--- src/rtl/mult_datapath.sv ---
// Shift-add 32x32 unsigned multiplier datapath driven by an external FSM.
// Optional sticky select-error flag under `ifdef MULT_DP_ERR_EN.
//
// Ports:
//   clk     in   1   rising-edge clock
//   reset   in   1   synchronous active-high reset
//   mcand   in  32   multiplicand, loaded when B_sel=01
//   mplier  in  32   multiplier, loaded when Q_sel=01
//   B_sel   in   2   B control: 00 hold, 01 load, 1x hold
//   Q_sel   in   2   Q control: 00 hold, 01 load, 10 shift, 11 hold
//   A_sel   in   2   A control: 00 hold, 01 clear, 10 add B, 11 shift
//   N_sel   in   2   N control: 00 hold, 01 load 32, 10 dec, 11 hold
//   Qsub0   out  1   Q[0]
//   N_EQ_0  out  1   N == 0
//   product out 64   {A,Q}
//   sel_err out  1   sticky reserved-code / N underflow flag
//                    (only with MULT_DP_ERR_EN defined)
module mult_datapath (
  input  logic        clk,
  input  logic        reset,
  input  logic [31:0] mcand,
  input  logic [31:0] mplier,
  input  logic [1:0]  B_sel,
  input  logic [1:0]  Q_sel,
  input  logic [1:0]  A_sel,
  input  logic [1:0]  N_sel,
  output logic        Qsub0,
  output logic        N_EQ_0,
  output logic [63:0] product
`ifdef MULT_DP_ERR_EN
  ,
  output logic        sel_err
`endif
);

  logic [31:0] r_a;
  logic [31:0] r_b;
  logic [31:0] r_q;
  logic        r_c;
  logic [5:0]  r_n;

  logic [32:0] w_sum;
  logic        w_n_zero;

  assign w_sum    = {1'b0, r_a} + {1'b0, r_b};
  assign w_n_zero = (r_n == 6'd0);

  always_ff @(posedge clk) begin
    if (reset) begin
      r_a <= '0;
      r_b <= '0;
      r_q <= '0;
      r_c <= 1'b0;
      r_n <= '0;
    end else begin
      if (B_sel == 2'b01)
        r_b <= mcand;

      case (A_sel)
        2'b01: begin
          r_a <= '0;
          r_c <= 1'b0;
        end
        2'b10: begin
          // carry parks in C until the following shift
          r_a <= w_sum[31:0];
          r_c <= w_sum[32];
        end
        2'b11: begin
          r_a <= {r_c, r_a[31:1]};
          r_c <= 1'b0;
        end
        default: ;
      endcase

      case (Q_sel)
        2'b01:   r_q <= mplier;
        // pre-edge A[0] keeps {C,A,Q} a single shifter
        2'b10:   r_q <= {r_a[0], r_q[31:1]};
        default: ;
      endcase

      case (N_sel)
        2'b01:   r_n <= 6'd32;
        2'b10:   if (!w_n_zero) r_n <= r_n - 6'd1;
        default: ;
      endcase
    end
  end

`ifdef MULT_DP_ERR_EN
  logic r_err;
  logic w_err_hit;

  assign w_err_hit = B_sel[1]
                   | (Q_sel == 2'b11)
                   | (N_sel == 2'b11)
                   | ((N_sel == 2'b10) & w_n_zero);

  always_ff @(posedge clk) begin
    if (reset)
      r_err <= 1'b0;
    else if (w_err_hit)
      r_err <= 1'b1;
  end

  assign sel_err = r_err;
`endif

  assign Qsub0   = r_q[0];
  assign N_EQ_0  = w_n_zero;
  assign product = {r_a, r_q};

endmodule

--- config.mk ---
export PLATFORM = sky130hd
export DESIGN_NAME = mult_datapath
export DESIGN_NICKNAME = d
export VERILOG_FILES = /design/src/rtl/mult_datapath.sv
export SDC_FILE = /design/constraint.sdc
export NUM_CORES = 1
export LEC_CHECK = 0
export BUFFER_PORTS_ARGS = -buffer_cell sky130_fd_sc_hd__buf_2
export CORE_MARGIN = 5
export CORE_UTILIZATION = 45
export DETAILED_ROUTE_END_ITERATION = 8
export GPL_ROUTABILITY_DRIVEN = 0
export PLACE_DENSITY = 0.69
export SLEW_MARGIN = 20
export SYNTH_ARGS = -nofsm -noshare
export SYNTH_HDL_FRONTEND = slang
export SYNTH_SLANG_ARGS = --single-unit
--- constraint.sdc ---
create_clock -name clk -period 2.8 [get_ports clk]
set_input_delay 0.28 -clock clk [delete_from_list [all_inputs] [get_ports clk]]
set_output_delay 0.28 -clock clk [all_outputs]
set_load 0.005 [all_outputs]
==> impl_results.md, run 1 <==
- Ports: 140
- Port-buffer cells: roughly 140
- Die height: 125.6 um
- Crit path capture type: register
- Clock Skews: 8.364 ps
- Max-slew violation count: 0
- Synth Cell Area: 6013 um2
- Run status: finished clean
- Max cap viols: 0
- Setup TNS: 0 ps
- Die X: roughly 130 um
- Mapped Nets: 876
- Final hold vios: 0
- Commonest register cell after synthesis: dfxtp_1
- DRC viols: 0
- Slew headroom: 54.52%
- Synth area leaders: dfxtp_1 (34%), a21oi_1 (8.7%), ha_1 (7.3%)
- Most frequent cells after synthesis: nand2_1 (111), a21oi_1 (105), dfxtp_1 (103), nor2_1 (93), clkbuf_1 (38)
- Gate Count Post-Synth: ~770
- Avg Cell Area, Syn: 7.850 um2
- Pre-CTS setup slack: around 180 ps
- Type of the worst min-delay path: primary input to register
- CP startpoint kind: register
- Worst setup slack after layout: 180.9 ps
- CTS tree: yes
- Total power: 3.367 mW
- Hold Path Origin: mcand[16]
- Final nets: around 990
- Starting density of the core: 45.59%
- Final setup fails: 0
- GRT Total Usage: a little under 20%
- Sw frac: 27.72%
- Sequential share of power: 47.6%
- Area of the die: roughly 16000 um2
- Hold-fix buffers at CTS: 0
- Worst-Skew Late Latency: around 350 ps
- Reg-to-reg endpoint: r_a[26]$_SDFFE_PP0P_
- Maximum clock frequency: around 380 MHz
- Total global routing overflow: 0
- Fraction of the cycle the final worst path needs: 93.54%
- First-pass GRT wire length: 25.92 mm
- P_sw: 933.4 uW
- Worst vdd ir: 0.2211 mV
- R2R Setup Slk: approximately 180 ps
- HPWL Detailed: 11.74 mm
- H-Tree Depth: 3
- Min Clock Period, post-route: 2619 ps
- Drt first pass iters: 5
- Critical Path AT: 2880 ps
- Combinational power share: 16.4%
- Synth unique cells: 60
- Worst hold endpoint: r_b[16]$_SDFFE_PP0N_
- Clock Power Share: 35.9%
- WL final: 16.08 mm
- Vias per cell: 5.414
- CTS Root Buffer Type: clkbuf_16
- Clock slew at reported path FFs: 70 ps
- Critical path fanouts, max: 4
- Antenna violations before repair: 0
- Async SR Flop Fraction: 0%
- Post-DRT Antenna Nets: 0
- Fraction of layout cells with a size suffix above 1: 21.14%
- Area Growth Syn to Fin: 18.08%
- Hold Crit Depth: 3
- Leak pwr: around 3.2 nW
- #FFs+latches synth: about 100
- Internal power: 2.434 mW
- Post_cts resized: 0
- DR WL/cell: about 15 um
- Diodes inserted: 0
- RR Startpoint: r_a[0]$_SDFFE_PP0P_
- Largest net degree at the start of global routing: 57
- Via count: 5717
- Rows: 42
- Initial DRC count: 391
- Number of synthesized flops with an enable pin: 0
- Top-count cell post-synth: nand2_1
- Synth area leader: dfxtp_1
- Critical path type: register to register
- Worst r2r path cells: 9
- Synth top area share: 34.29%
- Seq/Total Area, Yosys: 34.29%
- Core ar.: around 13000 um2
- CP required: between 3000 and 4000 ps
- Cell area power density: 474.2 nW/um2
- Vias in the first global route: 5220
- RSZ-0062 raised after global routing: false
- CTS Buf Count: 9
- Sink Count: 103
- # Post-CTS Setup Buffers: 0
- Ys Warns: 0
- Clock tree buffer depth: 2
- Tightest Pin Transition: slightly below 700 ps
-- through the flow --
stage | utilization, % | hold WS [ps] | std cells | instance area (um2)
CTS | 53.78 | 146.8 | 1056 | 7094
detailed placement | 51.62 | 455.0 | 1040 | 6809
global route | 53.83 | 157.4 | 1056 | 7101
global placement | 51.62 | 450.5 | 1040 | 6809
finish | 53.83 | 159.2 | 1056 | 7101
floorplan | - | 416.0 | 766 | 6013
-- cell families (layout without fill, tap and decap cells) --
kind of cell,Yosys count,in the layout,synth area share [%]
AO/OA/AOI/OAI,239,239,24.95
XOR/XNOR,27,27,3.932
adder cells (fa/ha/maj),36,36,7.615
buffers and inverters,66,180,4.536
flip-flops,103,103,34.29
multiplexers,37,37,6.242
AND/OR/NAND/NOR,258,258,18.44
-- routing by layer --
layer	track usage, %	vias to the layer above	routed length, um
li1	-	2935	-
met1	26.65	2581	7662
met2	31.50	186	7135
met3	3.881	15	1033
met4	6.569	0	246
met5	0	-	0
-- worst max-delay path: stages, from the launching register on --
cell      delay, ps
dfxtp_1         340
ha_1            240
fa_1            400
a21o_1          210
a221o_2         410
nand4_4         130
a211oi_1        120
o211ai_1        220
mux2_1          340
o22ai_1         120
-- power groups by stage --
stage          clock (mW)  sequential [mW]  combinational [mW]
2_1_floorplan           0             1.63               0.371
3_5_place_dp            0             1.64               0.553
6_report             1.21             1.60               0.553
5_1_grt              1.30             1.61               0.622
4_1_cts              1.24             1.60               0.556
3_3_place_gp            0             1.64               0.550
-- cell usage in the layout (no fill, tap or decap), types with 5 or more instances in the layout --
master	netlist	routed
inv_1	12	12
mux2i_1	33	33
o21ai_1	6	6
xnor2_1	11	11
nand2_1	111	111
nand4_1	6	6
a31oi_1	11	10
o21ai_0	21	21
ha_1	35	34
buf_2	5	138
and3_1	5	5
nor2_1	93	92
clkbuf_16	0	9
o22ai_1	13	13
buf_4	2	14
dfxtp_1	103	103
xor2_1	16	16
a21o_1	17	17
nor3_1	8	8
a22oi_1	28	28
nand3_1	9	9
nand2b_1	6	6
a21oi_1	105	105
-- registers in the layout, indices dropped and copies added, names as in the netlist --
register,flops
r_c,1
r_q,32
r_a,32
r_n,6
r_b,32
-- worst max path at each step --
| stage | from | to | depth (start not counted) |
|---|---|---|---|
| after floorplan | r_a[0]$_SDFFE_PP0P_ | r_a[26]$_SDFFE_PP0P_ | 9 |
| after global placement | r_a[0]$_SDFFE_PP0P_ | r_a[20]$_SDFFE_PP0P_ | 9 |
| after detailed placement | r_a[0]$_SDFFE_PP0P_ | r_a[20]$_SDFFE_PP0P_ | 9 |
| after CTS | r_a[0]$_SDFFE_PP0P_ | r_a[20]$_SDFFE_PP0P_ | 9 |
| after global routing | r_a[0]$_SDFFE_PP0P_ | r_a[20]$_SDFFE_PP0P_ | 9 |
| final | r_a[0]$_SDFFE_PP0P_ | r_a[26]$_SDFFE_PP0P_ | 9 |
-- cell type report --
class | count | area [um2]
repair buffers | 152 | 795.8
fillers | 1330 | 6090
clock buffers | 11 | 252.7
clock inverters | 5 | 32.53
well taps | 176 | 220.2
inverters | 12 | 45.04
multi-input cells | 597 | 3692
flip-flops and latches | 103 | 2062
Note: power is estimated with default switching activity, not from simulation.
==> run 2, diff against run 1 <==
==> constraint.sdc (replaced) <==
create_clock -name clk -period 3 [get_ports clk]
set_input_delay 0.3 -clock clk [delete_from_list [all_inputs] [get_ports clk]]
set_output_delay 0.3 -clock clk [all_outputs]
set_load 0.005 [all_outputs]
==> run 2 against run 1 <==
  * Via count fell by 0.58%
  * Combinational power fell by 7.1%
  * Utilization barely moved
  * Sequential share of layout area barely moved
  * Count of clock-buffer cells in the layout fell by 1
  * Critical path type unchanged
  * Largest cell class unchanged
==> impl_results.md, run 2 (synthesis results as in run 1) <==
- Max incr delay on CP: 400 ps (about the same)
- Drt first pass iters: 5 (unchanged)
- Max-slew violation count: 0 (unchanged)
- Largest net degree at the start of global routing: 59 (+3.5%)
- HPWL Detailed: 11.59 mm (-1.3%)
- Antenna violations before repair: 0 (unchanged)
- CTS Root Buffer Type: clkbuf_16
- Worst-Skew Late Latency: 360 ps (about the same)
- Area Growth Syn to Fin: 17.98% (about the same)
- Slew headroom: 52.88% (-1.6 points)
- Post-DRT Antenna Nets: 0 (unchanged)
- Final nets: 982 (-0.30%)
- Min Clock Period, post-route: 2598 ps (-20.72 ps)
- CTS tree: yes
- Run status: finished clean
- Maximum clock frequency: 384.8 MHz (+0.80%)
- Max cap viols: 0 (unchanged)
- Tightest Pin Transition: 706.8 ps (+24.62 ps)
- Fraction of layout cells with a size suffix above 1: 20.75% (-0.38 points)
- Total global routing overflow: 0 (unchanged)
- Top Family by Delay on Critical Path: compound AO/OA/AOI/OAI gates
- Critical Path AT: 2870 ps (about the same)
- Clock Skews: 12.67 ps (+4.311 ps)
- Initial DRC count: 372 (-4.9%)
- Area of the die: 15770 um2 (unchanged)
- Post_cts resized: 0 (unchanged)
- Critical path type: register to register
- Vias in the first global route: 5271 (+0.98%)
- WL final: 15.98 mm (-0.60%)
- Starting density of the core: 45.59% (unchanged)
- Leak pwr: 3.193 nW (-0.34%)
- Most common cell after layout, fill and taps aside: buf_2
- Setup TNS: 0 ps (unchanged)
- Hold slack: 174.9 ps (+15.71 ps)
- Type of the worst min-delay path: primary input to register
- Clock tree buffer depth: 2 (unchanged)
- First-pass GRT wire length: 26.28 mm (+1.4%)
- H-Tree Depth: 3 (unchanged)
- Diodes inserted: 0 (unchanged)
- Vias per cell: 5.398 (-0.29%)
- CP startpoint kind: register
- Die X: 125.6 um (unchanged)
- Worst vdd ir: 0.2337 mV (+5.7%)
- CP max-delay cell: fa_1
- Largest registers: r_a x32, r_b x32, r_q x32
- Ports: 140 (unchanged)
- Clock slew at reported path FFs: 70 ps (about the same)
- Final setup fails: 0 (unchanged)
- Final hold vios: 0 (unchanged)
- DRC viols: 0 (unchanged)
- Fillers: 1336 (+0.45%)
- Sink Count: 103 (unchanged)
- Fraction of the cycle the final worst path needs: 86.61% (-6.9 points)
- DR WL/cell: 15.18 um (-0.31%)
- Cell Chain, Critical Path: ha_1 > fa_1 > a21o_1 > a221o_2 > nand4_4 > a211oi_1 > o211ai_1 > mux2_1 > o22ai_1
- Hold-fix buffers at CTS: 0 (unchanged)
- Core ar.: 13190 um2 (unchanged)
- Via count: 5684 (-0.58%)
- Cell area power density: 453.7 nW/um2 (-4.3%)
- Crit path capture type: register
- Most frequent cells in the layout: buf_2 (138), nand2_1 (111), a21oi_1 (105), dfxtp_1 (103), nor2_1 (92)
- CTS Buf Count: 9 (unchanged)
- RSZ-0062 raised after global routing: false
- WP buf/inv: 0 (unchanged)
- Critical path fanouts, max: 4 (unchanged)
- Port-buffer cells: 139 (unchanged)
- Die height: 125.6 um (unchanged)
- # Post-CTS Setup Buffers: 0 (unchanged)
- Rows: 42 (unchanged)
- GRT Total Usage: 20.01% (+0.32 points)
- CP required: 3270 ps (+210 ps)
[run 2: cell types whose count changed in the layout (fill, tap and decap cells not counted)]
cell	previous run	this run
buf_4	14	11
inv_6	0	1
clkinvlp_4	0	1
clkbuf_8	2	1
a31oi_2	1	0
a31oi_1	10	11
bufinv_16	0	1
clkinv_2	3	1
[run 2: worst register-to-register path, delay by kind of cell, from the launching register on]
kind                     cells  cell delay (ps)
AO/OA/AOI/OAI                5             1090
multiplexers                 1              340
AND/OR/NAND/NOR              1              130
adder cells (fa/ha/maj)      2              640
flip-flops                   1              340
[run 2: metal layers]
metal	vias up	global-route usage [%]	routed length, um
met5	-	0	0
li1	2930	-	-
met2	169	32.16	7177
met3	11	3.497	1090
met4	0	6.314	175
met1	2574	27.38	7537
[run 2: area by class of cell]
| class | count | area, um2 | share of cell area, % |
|---|---|---|---|
| Multi-Input combinational cell | 597 | 3686 | 51.96 |
| Sequential cell | 103 | 2062 | 29.07 |
| Timing Repair Buffer | 149 | 773.2 | 10.90 |
| Clock buffer | 10 | 239.0 | 3.369 |
| Tap cell | 176 | 220.2 | 3.104 |
| Clock inverter | 6 | 68.82 | 0.9700 |
| Inverter | 12 | 45.04 | 0.6349 |
[run 2: path summary, 6_finish.rpt]
check        cells past startpoint                   end                start  slack (ps)
max                              9  r_a[26]$_SDFFE_PP0P_  r_a[0]$_SDFFE_PP0P_         400
min                              3  r_b[24]$_SDFFE_PP0N_            mcand[24]         170
max reg2reg                      9  r_a[26]$_SDFFE_PP0P_  r_a[0]$_SDFFE_PP0P_         400
min reg2reg                      2   r_b[0]$_SDFFE_PP0N_  r_b[0]$_SDFFE_PP0N_         460
[run 2: power by group]
part	switching, mW	total [mW]	leakage (nW)	internal, mW
clock	0.532	1.21	0.149	0.674
combinational	0.292	0.514	2.20	0.222
sequential	0.0576	1.50	0.841	1.44
[run 2: through the flow]
stage	power, mW	area (um2)	util (%)	setup slack [ps]	std cells
after floorplan	1.868	6013	-	576.8	766
after global placement	2.038	6787	51.45	454.2	1037
after detailed placement	2.044	6787	51.45	424.0	1037
after CTS	3.255	7094	53.78	407.5	1053
after global routing	3.384	7094	53.78	284.1	1053
final	3.219	7094	53.78	401.6	1053
==> run 3, diff against run 2 <==
--- a/config.mk
+++ b/config.mk
@@ -5,12 +5,11 @@
 export SDC_FILE = /design/constraint.sdc
 export NUM_CORES = 1
 export LEC_CHECK = 0
-export BUFFER_PORTS_ARGS = -buffer_cell sky130_fd_sc_hd__buf_2
 export CORE_MARGIN = 5
 export CORE_UTILIZATION = 45
 export DETAILED_ROUTE_END_ITERATION = 8
+export DONT_BUFFER_PORTS = 1
 export GPL_ROUTABILITY_DRIVEN = 0
-export PLACE_DENSITY = 0.69
 export SLEW_MARGIN = 20
 export SYNTH_ARGS = -nofsm -noshare
 export SYNTH_HDL_FRONTEND = slang
==> constraint.sdc (replaced) <==
create_clock -name clk -period 3.22 [get_ports clk]
set_input_delay 0.322 -clock clk [delete_from_list [all_inputs] [get_ports clk]]
set_output_delay 0.322 -clock clk [all_outputs]
set_load 0.005 [all_outputs]
==> run 3 against run 2 <==
  * Worst hold slack worse by 140 ps
  * Largest cell class unchanged
  * Sequential share of layout area is 3.2 points higher
  * Sequential cell count stayed put
  * Worst setup slack better by 96 ps
==> impl_results.md, run 3 (synthesis results as in run 1) <==
- Run status: finished clean
- HPWL Detailed: 11.27 mm (-2.8%)
- Max incr delay on CP: 410 ps (about the same)
- Multi-input combinational cell area: 3686 um2 (unchanged)
- FF+latch area: 2062 um2 (unchanged)
- Cell area power density: 473.8 nW/um2 (+4.4%)
- Worst-Skew Late Latency: 350 ps (about the same)
- Vias per cell: 5.853 (+8.4%)
- Leak pwr: 2.540 nW (-20%)
- Starting density of the core: 45.59% (unchanged)
- Core Util, Final: 48.39% (-5.4 points)
- Vias in the first global route: 5041 (-4.4%)
- Clock tree buffer depth: 2 (unchanged)
- CP max-delay cell: fa_1
- Die height: 125.6 um (unchanged)
- Core ar.: 13190 um2 (unchanged)
- Final hold vios: 0 (unchanged)
- Drt first pass iters: 5 (unchanged)
- DR WL/cell: 17.14 um (+13%)
- DP Area: 6036 um2 (-11%)
- CP startpoint kind: register
- Largest registers: r_a x32, r_b x32, r_q x32
- Post-Layout Cell Count: 907 (-14%)
- Diodes inserted: 0 (unchanged)
- H-Tree Depth: 3 (unchanged)
- Die X: 125.6 um (unchanged)
- Critical path fanouts, max: 4 (unchanged)
- CTS Root Buffer Type: clkbuf_16
- Largest net degree at the start of global routing: 106 (+80%)
- Max cap viols: 0 (unchanged)
- Most frequent cells in the layout: nand2_1 (111), a21oi_1 (105), dfxtp_1 (103), nor2_1 (92), ha_1 (34)
- Pre-CTS setup slack: 537.3 ps (+113.3 ps)
- Total global routing overflow: 0 (unchanged)
- Port-buffer cells: 0 (-100%)
- Max-slew violation count: 0 (unchanged)
- CTS Buf Count: 9 (unchanged)
- Fraction of layout cells with a size suffix above 1: 4.925% (-16 points)
- First-pass GRT wire length: 25.33 mm (-3.6%)
- Post_cts resized: 0 (unchanged)
- Final nets: 836 (-15%)
- GRT Total Usage: 19.07% (-0.94 points)
- Hold-fix buffers at CTS: 0 (unchanged)
- Clock Skews: 8.402 ps (-4.272 ps)
- CTS tree: yes
- Sink Count: 103 (unchanged)
- Worst vdd ir: 0.3055 mV (+31%)
- WL final: 15.54 mm (-2.7%)
- Final setup fails: 0 (unchanged)
- Worst setup slack after layout: 497.8 ps (+96.27 ps)
- Crit path capture type: register
- Via count: 5309 (-6.6%)
- Fraction of the cycle the final worst path needs: 84.54% (-2.1 points)
- CP required: 3470 ps (+200 ps)
- Tightest Pin Transition: 973.0 ps (+266.2 ps)
- Placed insts: 891 (-14%)
- Slew headroom: 35.13% (-18 points)
- Maximum clock frequency: 367.4 MHz (-4.5%)
- Area of the die: 15770 um2 (unchanged)
- Fillers: 1337 (+0.075%)
- Rows: 42 (unchanged)
- RSZ-0062 raised after global routing: false
- DRC viols: 0 (unchanged)
- # Post-CTS Setup Buffers: 0 (unchanged)
- Critical Path AT: 2980 ps (+110 ps)
- Clock slew at reported path FFs: 80 ps (about the same)
- Ports: 140 (unchanged)
- Antenna violations before repair: 0 (unchanged)
- Post-DRT Antenna Nets: 0 (unchanged)
- Critical path type: register to register
- Cell Chain, Critical Path: ha_1 > fa_1 > a21o_1 > a221o_2 > nand4_4 > a211oi_1 > o211ai_1 > mux2_1 > o22ai_1
- Area Growth Syn to Fin: 6.138%
- Post-route cell area: 6382 um2 (-10%)
- Most common cell after layout, fill and taps aside: nand2_1
- Initial DRC count: 272 (-27%)
- Type of the worst min-delay path: primary input to register
- Min Clock Period, post-route: 2722 ps (+123.7 ps)
- Setup TNS: 0 ps (unchanged)
-- run 3: worst paths after layout --
path              slack (ps)                   end                  from  cells after the start
setup reg to reg         500  r_a[26]$_SDFFE_PP0P_   r_a[0]$_SDFFE_PP0P_                      9
setup / recovery         500  r_a[26]$_SDFFE_PP0P_   r_a[0]$_SDFFE_PP0P_                      9
hold / removal            30  r_b[13]$_SDFFE_PP0N_                 reset                      1
hold reg to reg          460  r_b[14]$_SDFFE_PP0N_  r_b[14]$_SDFFE_PP0N_                      2
-- run 3: power by group --
part	internal, mW	switching (mW)	leakage (nW)
registers	1.34	0.0660	0.841
logic	0.144	0.207	1.53
clock network	0.763	0.502	0.170
-- run 3: layer usage --
metal / track usage (%) / share of wire [%] / vias up
met5: 0 / 0 / -
met4: 7.844 / 2.3 / 0
met3: 5.416 / 8.1 / 24
met2: 31.21 / 45 / 183
met1: 23.58 / 45 / 2472
li1: - / - / 2630
-- run 3: worst max-delay path: cells and delay by family (launching register included) --
| family | cells | cell delay (ps) |
|---|---|---|
| adder cells (fa/ha/maj) | 2 | 660 |
| AND/OR/NAND/NOR | 1 | 130 |
| AO/OA/AOI/OAI | 5 | 1120 |
| flip-flops | 1 | 380 |
| multiplexers | 1 | 350 |
-- run 3: cell type report --
type | count | share of cell area (%)
clock buffer | 9 | 3.529
inverter | 12 | 0.7057
sequential | 103 | 32.31
tap | 176 | 3.450
timing repair buffer | 3 | 0.3529
multi-input combinational | 597 | 57.75
clock inverter | 7 | 1.902
-- run 3: through the flow --
| stage | hold WS (ps) | power [mW] |
|---|---|---|
| finish | 31.63 | 3.024 |
| global route | 21.21 | 3.171 |
| detailed placement | 403.0 | 1.791 |
| floorplan | 440.0 | 1.740 |
| global placement | 401.3 | 1.779 |
| CTS | 26.16 | 3.063 |
